**src/rtl/cskip_seq_ctrl_if.sv**
```systemverilog
// Requester handshake plus shared 4-bit carry-skip slice bus for cskip_seq_ctrl.
// slave = the sequencer; master = requester/slice side.
interface cskip_seq_ctrl_if #(
  parameter int WIDTH = 16
);
  localparam int CW = $clog2(WIDTH/4 + 1);

  logic             in_valid;
  logic             in_ready;
  logic [WIDTH-1:0] a;
  logic [WIDTH-1:0] b;
  logic             cin;
  logic [3:0]       sl_a;
  logic [3:0]       sl_b;
  logic             sl_cin;
  logic [3:0]       sl_s;
  logic             sl_cout;
  logic             sl_bp;
  logic             out_valid;
  logic             out_ready;
  logic [WIDTH-1:0] sum;
  logic             cout;
  logic [CW-1:0]    skip_cnt;

  modport slave (
    input  in_valid, a, b, cin, sl_s, sl_cout, sl_bp, out_ready,
    output in_ready, sl_a, sl_b, sl_cin, out_valid, sum, cout, skip_cnt
  );

  modport master (
    output in_valid, a, b, cin, sl_s, sl_cout, sl_bp, out_ready,
    input  in_ready, sl_a, sl_b, sl_cin, out_valid, sum, cout, skip_cnt
  );
endinterface

```
**src/rtl/cskip_seq_ctrl.sv**
```systemverilog
// Nibble-serial adder: time-shares one external 4-bit carry-skip slice, LSB nibble
// first, and counts nibbles that took the skip path.
module cskip_seq_ctrl #(
  parameter int WIDTH = 16
) (
  input  logic             clk,
  input  logic             rst,
  cskip_seq_ctrl_if.slave  bus
);
  localparam int NIB = WIDTH/4;
  localparam int CW  = $clog2(NIB + 1);

  typedef enum logic [1:0] {IDLE, RUN, DONE} state_t;

  state_t           state;
  logic [WIDTH-1:0] op_a, op_b, sum_r;
  logic             carry;
  logic [CW-1:0]    idx, skip_r;
  logic             in_ready_r, out_valid_r;
  logic [3:0]       sl_a_r, sl_b_r;
  logic             sl_cin_r;
  logic             last;

  assign last = (idx == CW'(NIB-1));

  // Operands shift right one nibble per step so the slice drive can be registered
  // one cycle ahead; op_x[3:0] is always the next nibble to present.
  always_ff @(posedge clk) begin
    if (rst) begin
      state       <= IDLE;
      in_ready_r  <= 1'b1;
      out_valid_r <= 1'b0;
      op_a        <= '0;
      op_b        <= '0;
      sum_r       <= '0;
      carry       <= 1'b0;
      idx         <= '0;
      skip_r      <= '0;
      sl_a_r      <= '0;
      sl_b_r      <= '0;
      sl_cin_r    <= 1'b0;
    end else begin
      case (state)
        IDLE: if (bus.in_valid) begin
          op_a       <= bus.a >> 4;
          op_b       <= bus.b >> 4;
          carry      <= bus.cin;
          sl_a_r     <= bus.a[3:0];
          sl_b_r     <= bus.b[3:0];
          sl_cin_r   <= bus.cin;
          sum_r      <= '0;
          skip_r     <= '0;
          idx        <= '0;
          in_ready_r <= 1'b0;
          state      <= RUN;
        end
        RUN: begin
          sum_r[4*idx +: 4] <= bus.sl_s;
          carry             <= bus.sl_cout;
          skip_r            <= skip_r + CW'(bus.sl_bp);
          idx               <= idx + 1'b1;
          op_a              <= op_a >> 4;
          op_b              <= op_b >> 4;
          if (last) begin
            state       <= DONE;
            out_valid_r <= 1'b1;
            sl_a_r      <= '0;
            sl_b_r      <= '0;
            sl_cin_r    <= 1'b0;
          end else begin
            sl_a_r   <= op_a[3:0];
            sl_b_r   <= op_b[3:0];
            sl_cin_r <= bus.sl_cout;
          end
        end
        DONE: if (bus.out_ready) begin
          state       <= IDLE;
          out_valid_r <= 1'b0;
          in_ready_r  <= 1'b1;
        end
        default: state <= IDLE;
      endcase
    end
  end

  assign bus.in_ready  = in_ready_r;
  assign bus.out_valid = out_valid_r;
  assign bus.sl_a      = sl_a_r;
  assign bus.sl_b      = sl_b_r;
  assign bus.sl_cin    = sl_cin_r;
  assign bus.sum       = sum_r;
  assign bus.cout      = carry;
  assign bus.skip_cnt  = skip_r;
endmodule

```
**src/flat_wrapper.sv**
```systemverilog
// flat-port wrapper written by rule: the top's interface ports become plain ports
module cskip_seq_ctrl_flat 
#(
  parameter int WIDTH = 16
)
  (clk, rst, bus_in_valid, bus_a, bus_b, bus_cin, bus_sl_s, bus_sl_cout, bus_sl_bp, bus_out_ready, bus_in_ready, bus_sl_a, bus_sl_b, bus_sl_cin, bus_out_valid, bus_sum, bus_cout, bus_skip_cnt);
  cskip_seq_ctrl_if #(.WIDTH(WIDTH)) bus_i ();
  input  logic clk;
  input  logic rst;
  input wire logic [$bits(bus_i.in_valid)-1:0] bus_in_valid;
  input wire logic [$bits(bus_i.a)-1:0] bus_a;
  input wire logic [$bits(bus_i.b)-1:0] bus_b;
  input wire logic [$bits(bus_i.cin)-1:0] bus_cin;
  input wire logic [$bits(bus_i.sl_s)-1:0] bus_sl_s;
  input wire logic [$bits(bus_i.sl_cout)-1:0] bus_sl_cout;
  input wire logic [$bits(bus_i.sl_bp)-1:0] bus_sl_bp;
  input wire logic [$bits(bus_i.out_ready)-1:0] bus_out_ready;
  output wire logic [$bits(bus_i.in_ready)-1:0] bus_in_ready;
  output wire logic [$bits(bus_i.sl_a)-1:0] bus_sl_a;
  output wire logic [$bits(bus_i.sl_b)-1:0] bus_sl_b;
  output wire logic [$bits(bus_i.sl_cin)-1:0] bus_sl_cin;
  output wire logic [$bits(bus_i.out_valid)-1:0] bus_out_valid;
  output wire logic [$bits(bus_i.sum)-1:0] bus_sum;
  output wire logic [$bits(bus_i.cout)-1:0] bus_cout;
  output wire logic [$bits(bus_i.skip_cnt)-1:0] bus_skip_cnt;
  assign bus_i.in_valid = bus_in_valid;
  assign bus_i.a = bus_a;
  assign bus_i.b = bus_b;
  assign bus_i.cin = bus_cin;
  assign bus_i.sl_s = bus_sl_s;
  assign bus_i.sl_cout = bus_sl_cout;
  assign bus_i.sl_bp = bus_sl_bp;
  assign bus_i.out_ready = bus_out_ready;
  assign bus_in_ready = bus_i.in_ready;
  assign bus_sl_a = bus_i.sl_a;
  assign bus_sl_b = bus_i.sl_b;
  assign bus_sl_cin = bus_i.sl_cin;
  assign bus_out_valid = bus_i.out_valid;
  assign bus_sum = bus_i.sum;
  assign bus_cout = bus_i.cout;
  assign bus_skip_cnt = bus_i.skip_cnt;
  cskip_seq_ctrl #(.WIDTH(WIDTH)) u_core (.clk(clk), .rst(rst), .bus(bus_i));
endmodule
```
**config.mk**
```make
export PLATFORM = sky130hd
export DESIGN_NAME = cskip_seq_ctrl_flat
export DESIGN_NICKNAME = d
export VERILOG_FILES = /design/src/rtl/cskip_seq_ctrl_if.sv /design/src/rtl/cskip_seq_ctrl.sv /design/src/flat_wrapper.sv
export SDC_FILE = /design/constraint.sdc
export NUM_CORES = 1
export LEC_CHECK = 0
export CORE_MARGIN = 5
export CORE_UTILIZATION = 48
export DETAILED_ROUTE_END_ITERATION = 10
export GPL_ROUTABILITY_DRIVEN = 0
export PLACE_DENSITY = 0.79
export SLEW_MARGIN = 10
export SYNTH_ARGS = -nofsm -noshare
export SYNTH_HDL_FRONTEND = slang
export SYNTH_SLANG_ARGS = --single-unit
```
**constraint.sdc**
```tcl
create_clock -name clk -period 2.2 [get_ports clk]
set_input_delay 0.33 -clock clk [delete_from_list [all_inputs] [get_ports clk]]
set_output_delay 0.33 -clock clk [all_outputs]
set_load 0.02 [all_outputs]
```
==> impl_metrics.json <==
{
  "n_antenna_cell": 0,
  "ios": 74,
  "power.switching_uw": 703,
  "yosys_warnings": 0,
  "finalWorstSetupSlack_ps": 312,
  "core.rowCount": 28,
  "avgSynthCellArea_um2": 8.93,
  "ir_drop_mv": 0.395,
  "area_growth_pct": 33.8,
  "clk_pin_slew_ps": 70,
  "fp.dieW_um": 86.7,
  "slowest_stage": "or3b_2",
  "regToRegStartpoint": "u_core.idx[0]",
  "ant_nets": 0,
  "slew_headroom": 0.661,
  "hold_buffers": 0,
  "fmax_mhz": 530,
  "crit_path_end_kind": "flop",
  "synth.top_cell.area_share": 0.426,
  "min_period_over_period": 0.858,
  "die_area_um2": 7510,
  "final_net_count": 433,
  "core_um2": 5820,
  "cpMostUsedCell": "ha_1",
  "drc": 0,
  "synth_seq_area_share": 0.426,
  "p_int_uw": 2050,
  "grt_max_degree": 42,
  "synth_top_family_by_area": "compound AO/OA/AOI/OAI gates",
  "timing.final.hold_violations": 0,
  "cp.arrival_ps": 2100,
  "synth_compound_area_frac": 0.239,
  "critPathMaxStageDelay_ps": 520,
  "start_util": 0.485,
  "crit_chain": "inv_1, ha_1, ha_1, or3b_2, o211ai_1, a21oi_1",
  "cts.sinks": 60,
  "cts_buffers": 9,
  "finalWirelength_mm": 7.27,
  "synth_edf_count": 0,
  "skew_ps": 8.30,
  "netlist_top_cells_count": "dfxtp_1, nand2_1, nor2_1",
  "antenna_found_initial": 0,
  "post_drt_wl_per_cell_um": 15.7,
  "n_fill_cell": 517,
  "synthArstFlopShare": 0,
  "syn-num-nets": 365,
  "setup_viol": 0,
  "leakagePower_uw": 0.00138,
  "p_clk_frac": 0.398,
  "p_sw_frac": 0.255,
  "synth.distinct_cells": 43,
  "setup_tns_ps": 0,
  "r2r-end": "u_core.bus.sum[14]",
  "criticalPathCategory": "reg2reg",
  "mappedNetlistArea_um2": 2820,
  "grt_remaining_overflow": 0,
  "synth.area.mux_share": 0,
  "cts_setup_buffers": 0,
  "yosysMostFrequentCell": "dfxtp_1",
  "yosys.area.top_type": "dfxtp_1",
  "power_per_cell_area_nw_per_um2": 729,
  "ys_top_cells_by_area": "dfxtp_1, nand2_1, nor2_1",
  "clockBufferDepth": 2,
  "synth-simple-area-share": 0.229,
  "via_per_inst": 5.76,
  "synthFlopType": "dfxtp_1",
  "min_path_type": "reg2reg",
  "cts_tree": "built",
  "grt_pass1_wl_mm": 11.7,
  "rsz0062_at_grt": "no",
  "worstPathRequired_ps": 2410,
  "grt_usage": 0.199,
  "ys_ff_latch": 60,
  "seqPwrFrac": 0.433,
  "reg2reg_setup_slack_ps": 310,
  "drive_gt1_frac": 0.111,
  "worst_slew_pin_slew_ps": 508,
  "synthCells": 316,
  "whs_path_depth": 2,
  "synthAdderAreaFrac": 0.0266,
  "place_hpwl_mm": 5.17,
  "min_period_ps": 1890,
  "cts_root_buf": "clkbuf_8",
  "cts_resized": 0,
  "io_buffers": 73,
  "clk_latency_ps": 340,
  "start_kind": "flop",
  "grt_pass1_vias": 2405,
  "die_height_um": 86.7,
  "whs_endpoint": "u_core.bus.sl_cin",
  "place_ws_ps": 314,
  "cts-htree-levels": 3,
  "pwr-share-comb": 0.169,
  "slew_violations": 0,
  "reg2reg_depth": 6,
  "drt_iter0_markers": 188,
  "synth-xor-area-share": 0.00310,
  "cap_viol_max_count": 0,
  "vias": 2673,
  "worstPathMaxFanout": 7,
  "drt_first_pass_iters": 4,
  "worstHoldStart": "u_core.bus.sl_cin",
  "outcome": "completed"
}
## cell families (layout without fill, tap and decap cells)
group | after synthesis | after routing
AND/OR/NAND/NOR | 120 | 120
flip-flops | 60 | 60
buffers and inverters | 34 | 107
adder cells (fa/ha/maj) | 6 | 6
AO/OA/AOI/OAI | 95 | 95
XOR/XNOR | 1 | 1
## power groups by stage
stage               Combinational [uW]  Sequential, uW  Clock (uW)
floorplan                          266            1230           0
detailed placement                 462            1220           0
finish                             465            1190        1100
global route                       507            1200        1160
global placement                   454            1210           0
CTS                                465            1190        1110
## layout by cell type, fill, tap and decap left out, drive strengths merged, types with 4 or more instances in the layout
master,n
clkdlybuf4s50,73
dfxtp,60
nand2,35
nor2,27
a21oi,18
nand3,16
o22ai,14
nand4,12
o211ai,12
buf,12
clkbuf,12
a311oi,11
a22oi,11
nor2b,9
o21ai,8
o221a,8
ha,6
inv,5
a31oi,5
and3b,4
## metrics by stage
step | instances | power [uW] | instance area, um^2 | utilization | hold WS (ps)
2_1_floorplan | 316 | 1500 | 2820 | - | 452
3_3_place_gp | 448 | 1670 | 3560 | 0.612 | 451
3_5_place_dp | 448 | 1680 | 3560 | 0.612 | 465
4_1_cts | 464 | 2770 | 3770 | 0.649 | 475
5_1_grt | 464 | 2870 | 3770 | 0.649 | 498
6_report | 464 | 2750 | 3770 | 0.649 | 473
## worst max-delay path by stage
stage | startpoint | to | cells past startpoint
floorplan | u_core.idx[1] | u_core.bus.sum[12] | 6
global placement | u_core.idx[0] | u_core.bus.sum[12] | 6
detailed placement | u_core.idx[2] | u_core.bus.sum[15] | 5
CTS | u_core.idx[0] | u_core.bus.sum[14] | 6
global route | u_core.idx[2] | u_core.bus.sum[15] | 5
finish | u_core.idx[0] | u_core.bus.sum[14] | 6
## cell type report
| type | instances | area (um^2) | share of cell area |
|---|---|---|---|
| multi-input combinational | 222 | 1410 | 0.373 |
| clock buffer | 12 | 145 | 0.0384 |
| clock inverter | 4 | 72.6 | 0.0192 |
| tap | 75 | 93.8 | 0.0249 |
| inverter | 6 | 22.5 | 0.00597 |
| sequential | 60 | 1200 | 0.318 |
| timing repair buffer | 85 | 833 | 0.221 |
## critical path: cells and delay by family, from the launching register on
family	cells	cell delay, ps
flip-flops	1	330
AND/OR/NAND/NOR	1	520
AO/OA/AOI/OAI	2	280
adder cells (fa/ha/maj)	2	580
buffers and inverters	1	50
## routing by layer
layer  part of all wire  routed length [um]  track usage
met5                  0                   0            0
met4              0.018                 130       0.0935
met1               0.46                3320        0.275
met2               0.46                3380        0.300
met3              0.060                 434       0.0371
## flip-flops by register name, summed over array words and instances (netlist names), 2 cells and up
register             count
u_core.bus.skip_cnt      3
u_core.bus.sl_a          4
u_core.bus.sl_b          4
u_core.bus.sum          16
u_core.idx               3
u_core.op_a             12
u_core.op_b             12
u_core.state             2
No activity file was read; power rests on OpenSTA's default activity.
==> RTL edit, RTL diff (same flow settings) <==
`WIDTH` is set to 16 in 3 places; all go to 8.
--- a/src/rtl/cskip_seq_ctrl_if.sv
+++ b/src/rtl/cskip_seq_ctrl_if.sv
@@ -1,7 +1,7 @@
 // Requester handshake plus shared 4-bit carry-skip slice bus for cskip_seq_ctrl.
 // slave = the sequencer; master = requester/slice side.
 interface cskip_seq_ctrl_if #(
-  parameter int WIDTH = 16
+  parameter int WIDTH = 8
 );
   localparam int CW = $clog2(WIDTH/4 + 1);
 
--- a/src/rtl/cskip_seq_ctrl.sv
+++ b/src/rtl/cskip_seq_ctrl.sv
@@ -1,7 +1,7 @@
 // Nibble-serial adder: time-shares one external 4-bit carry-skip slice, LSB nibble
 // first, and counts nibbles that took the skip path.
 module cskip_seq_ctrl #(
-  parameter int WIDTH = 16
+  parameter int WIDTH = 8
 ) (
   input  logic             clk,
   input  logic             rst,
--- a/src/flat_wrapper.sv
+++ b/src/flat_wrapper.sv
@@ -1,7 +1,7 @@
 // flat-port wrapper written by rule: the top's interface ports become plain ports
 module cskip_seq_ctrl_flat 
 #(
-  parameter int WIDTH = 16
+  parameter int WIDTH = 8
 )
   (clk, rst, bus_in_valid, bus_a, bus_b, bus_cin, bus_sl_s, bus_sl_cout, bus_sl_bp, bus_out_ready, bus_in_ready, bus_sl_a, bus_sl_b, bus_sl_cin, bus_out_valid, bus_sum, bus_cout, bus_skip_cnt);
   cskip_seq_ctrl_if #(.WIDTH(WIDTH)) bus_i ();
Interface: changed (resized bus_a, bus_b, bus_skip_cnt and bus_sum); port bits go from 74 to 49. The function was not compared with the original's and may differ.
==> RTL edit against the unedited design <==
  * Combinational power fell by 37%
  * Sequential cell count fell by 26
  * First-iteration DRC count fell by 59%
  * Final cell count fell by 43%
  * Sequential power fell by 42%
  * Power fell by 51%
  * Synthesized area fell by 45%
  * Count of clock-buffer cells in the layout fell by 5
  * Routed wire length fell by 46%
  * Cell area fell by 44%
  * Setup slack improved by 0.21 ns
  * Die area fell by 40%
  * Highest routed layer unchanged
==> RTL edit: results (changes against the unedited design) <==
status: finished clean
Clock transition at path regs: 0.09 ns (+0.02 ns)
Port-buffer cells: 48 (-34%)
most frequent cells after synthesis: dfxtp_1 (34), nand2_1 (17), a21oi_1 (16), o21ai_0 (13), nor2b_1 (11)
crit path max fanout: 3 (-4)
sequential fraction of the synthesis area: 43.5% (+0.91 points)
max reg flops: 8 (-8)
Reg2Reg Capture Point: u_core.bus.sum[3]
DRC violation total after the first TritonRoute iteration: 77 (-59%)
first-pass GRT wire length: 6710 µm (-43%)
share of cells above drive strength 1: 12.7% (+1.7 points)
Worst-Margin Slew: 0.663 ns (+0.154 ns)
routed wl met2: 1990 µm (-41%)
routed metal-1 wirelength: 1610 µm (-52%)
hpwl dp: 2960 µm (-43%)
reg2reg setup slack: 0.61 ns (+0.30 ns)
CTS Buffer Depth: 2 (unchanged)
Finished Layout Cells: 264 (-43%)
Critical Path AT: 1.35 ns (-0.75 ns)
# H-tree levels: 2 (-1)
dpl ws: 0.335 ns (+0.0207 ns)
Area contributors post-synth: dfxtp_1 (43%), o221a_2 (5.8%), a21oi_1 (5.1%)
CP max stage cell: clkdlybuf4s50_1
largest net degree at the start of global routing: 20 (-52%)
Reg2Reg Depth: 3 (-3)
Fin Hold WS: 0.462 ns (-0.0118 ns)
Hold EP: u_core.idx[1]
Max VDD drop: 0.412 mV (+4.2%)
met3 WL: 281 µm (-35%)
min-delay src: u_core.idx[1]
slowest stage delay, CP: 0.62 ns (+0.10 ns)
M3 GR Usage: 7.76% (+4.0 points)
Final Skew: 0.00861 ns (+0.000313 ns)
Async S/R FF share, synth: 0% (unchanged)
crit path to: bus_in_ready
Filler cells: 280 (-46%)
grt met2 use: 34.1% (+4.1 points)
Top delay family on crit path: buffers and inverters
CTS root buffer: clkbuf_4
CTS buffer count: 5 (-4)
Static Leakage: 0.783 nW (-43%)
Routed WL: 3960 µm (-46%)
Nets: 251 (-42%)
Synth cell types: 32 (-26%)
Final Util: 68.6% (+3.7 points)
vias in the first global route: 1,467 (-39%)
cell area after placement: 2070 µm² (-42%)
global-route usage over all layers: 19.9% (about the same)
Via density: 5.44 (-5.6%)
Synth Area per Inst: 9.15 µm² (+2.5%)
M1 GR Usage: 22.2% (-5.3 points)
Setup crit start: u_core.bus.in_ready
final worst slack: 0.523 ns (+0.211 ns)
## RTL edit: changes by cell type after synthesis, moves of 6 or more
cell / change
dfxtp_1: -26
nand3_1: -8
a311oi_1: -11
o22ai_1: -6
o211ai_1: -12
a22oi_1: -11
nor2_1: -22
nand2_1: -18
nand4_1: -12
## RTL edit: power breakdown
group	leakage [nW]	total [mW]	internal (mW)	switching, mW
Clock	0.0353	0.361	0.155	0.206
Combinational	0.469	0.294	0.151	0.143
Sequential	0.279	0.685	0.654	0.0314
## RTL edit: kinds of logic after synthesis
logic type | synth area share [%]
multiplexers | 1.44
buffers and inverters | 6.31
AO/OA/AOI/OAI | 26.8
adder cells (fa/ha/maj) | 4.00
flip-flops | 43.5
AND/OR/NAND/NOR | 18.0
## RTL edit: final cells by class
class / instances / area share, %
clock buffer: 7 / 2.59
clock inverter: 1 / 0.235
inverter: 6 / 1.06
multi-input combinational: 118 / 36.9
sequential: 34 / 32.0
tap: 44 / 2.59
timing repair buffer: 54 / 24.7
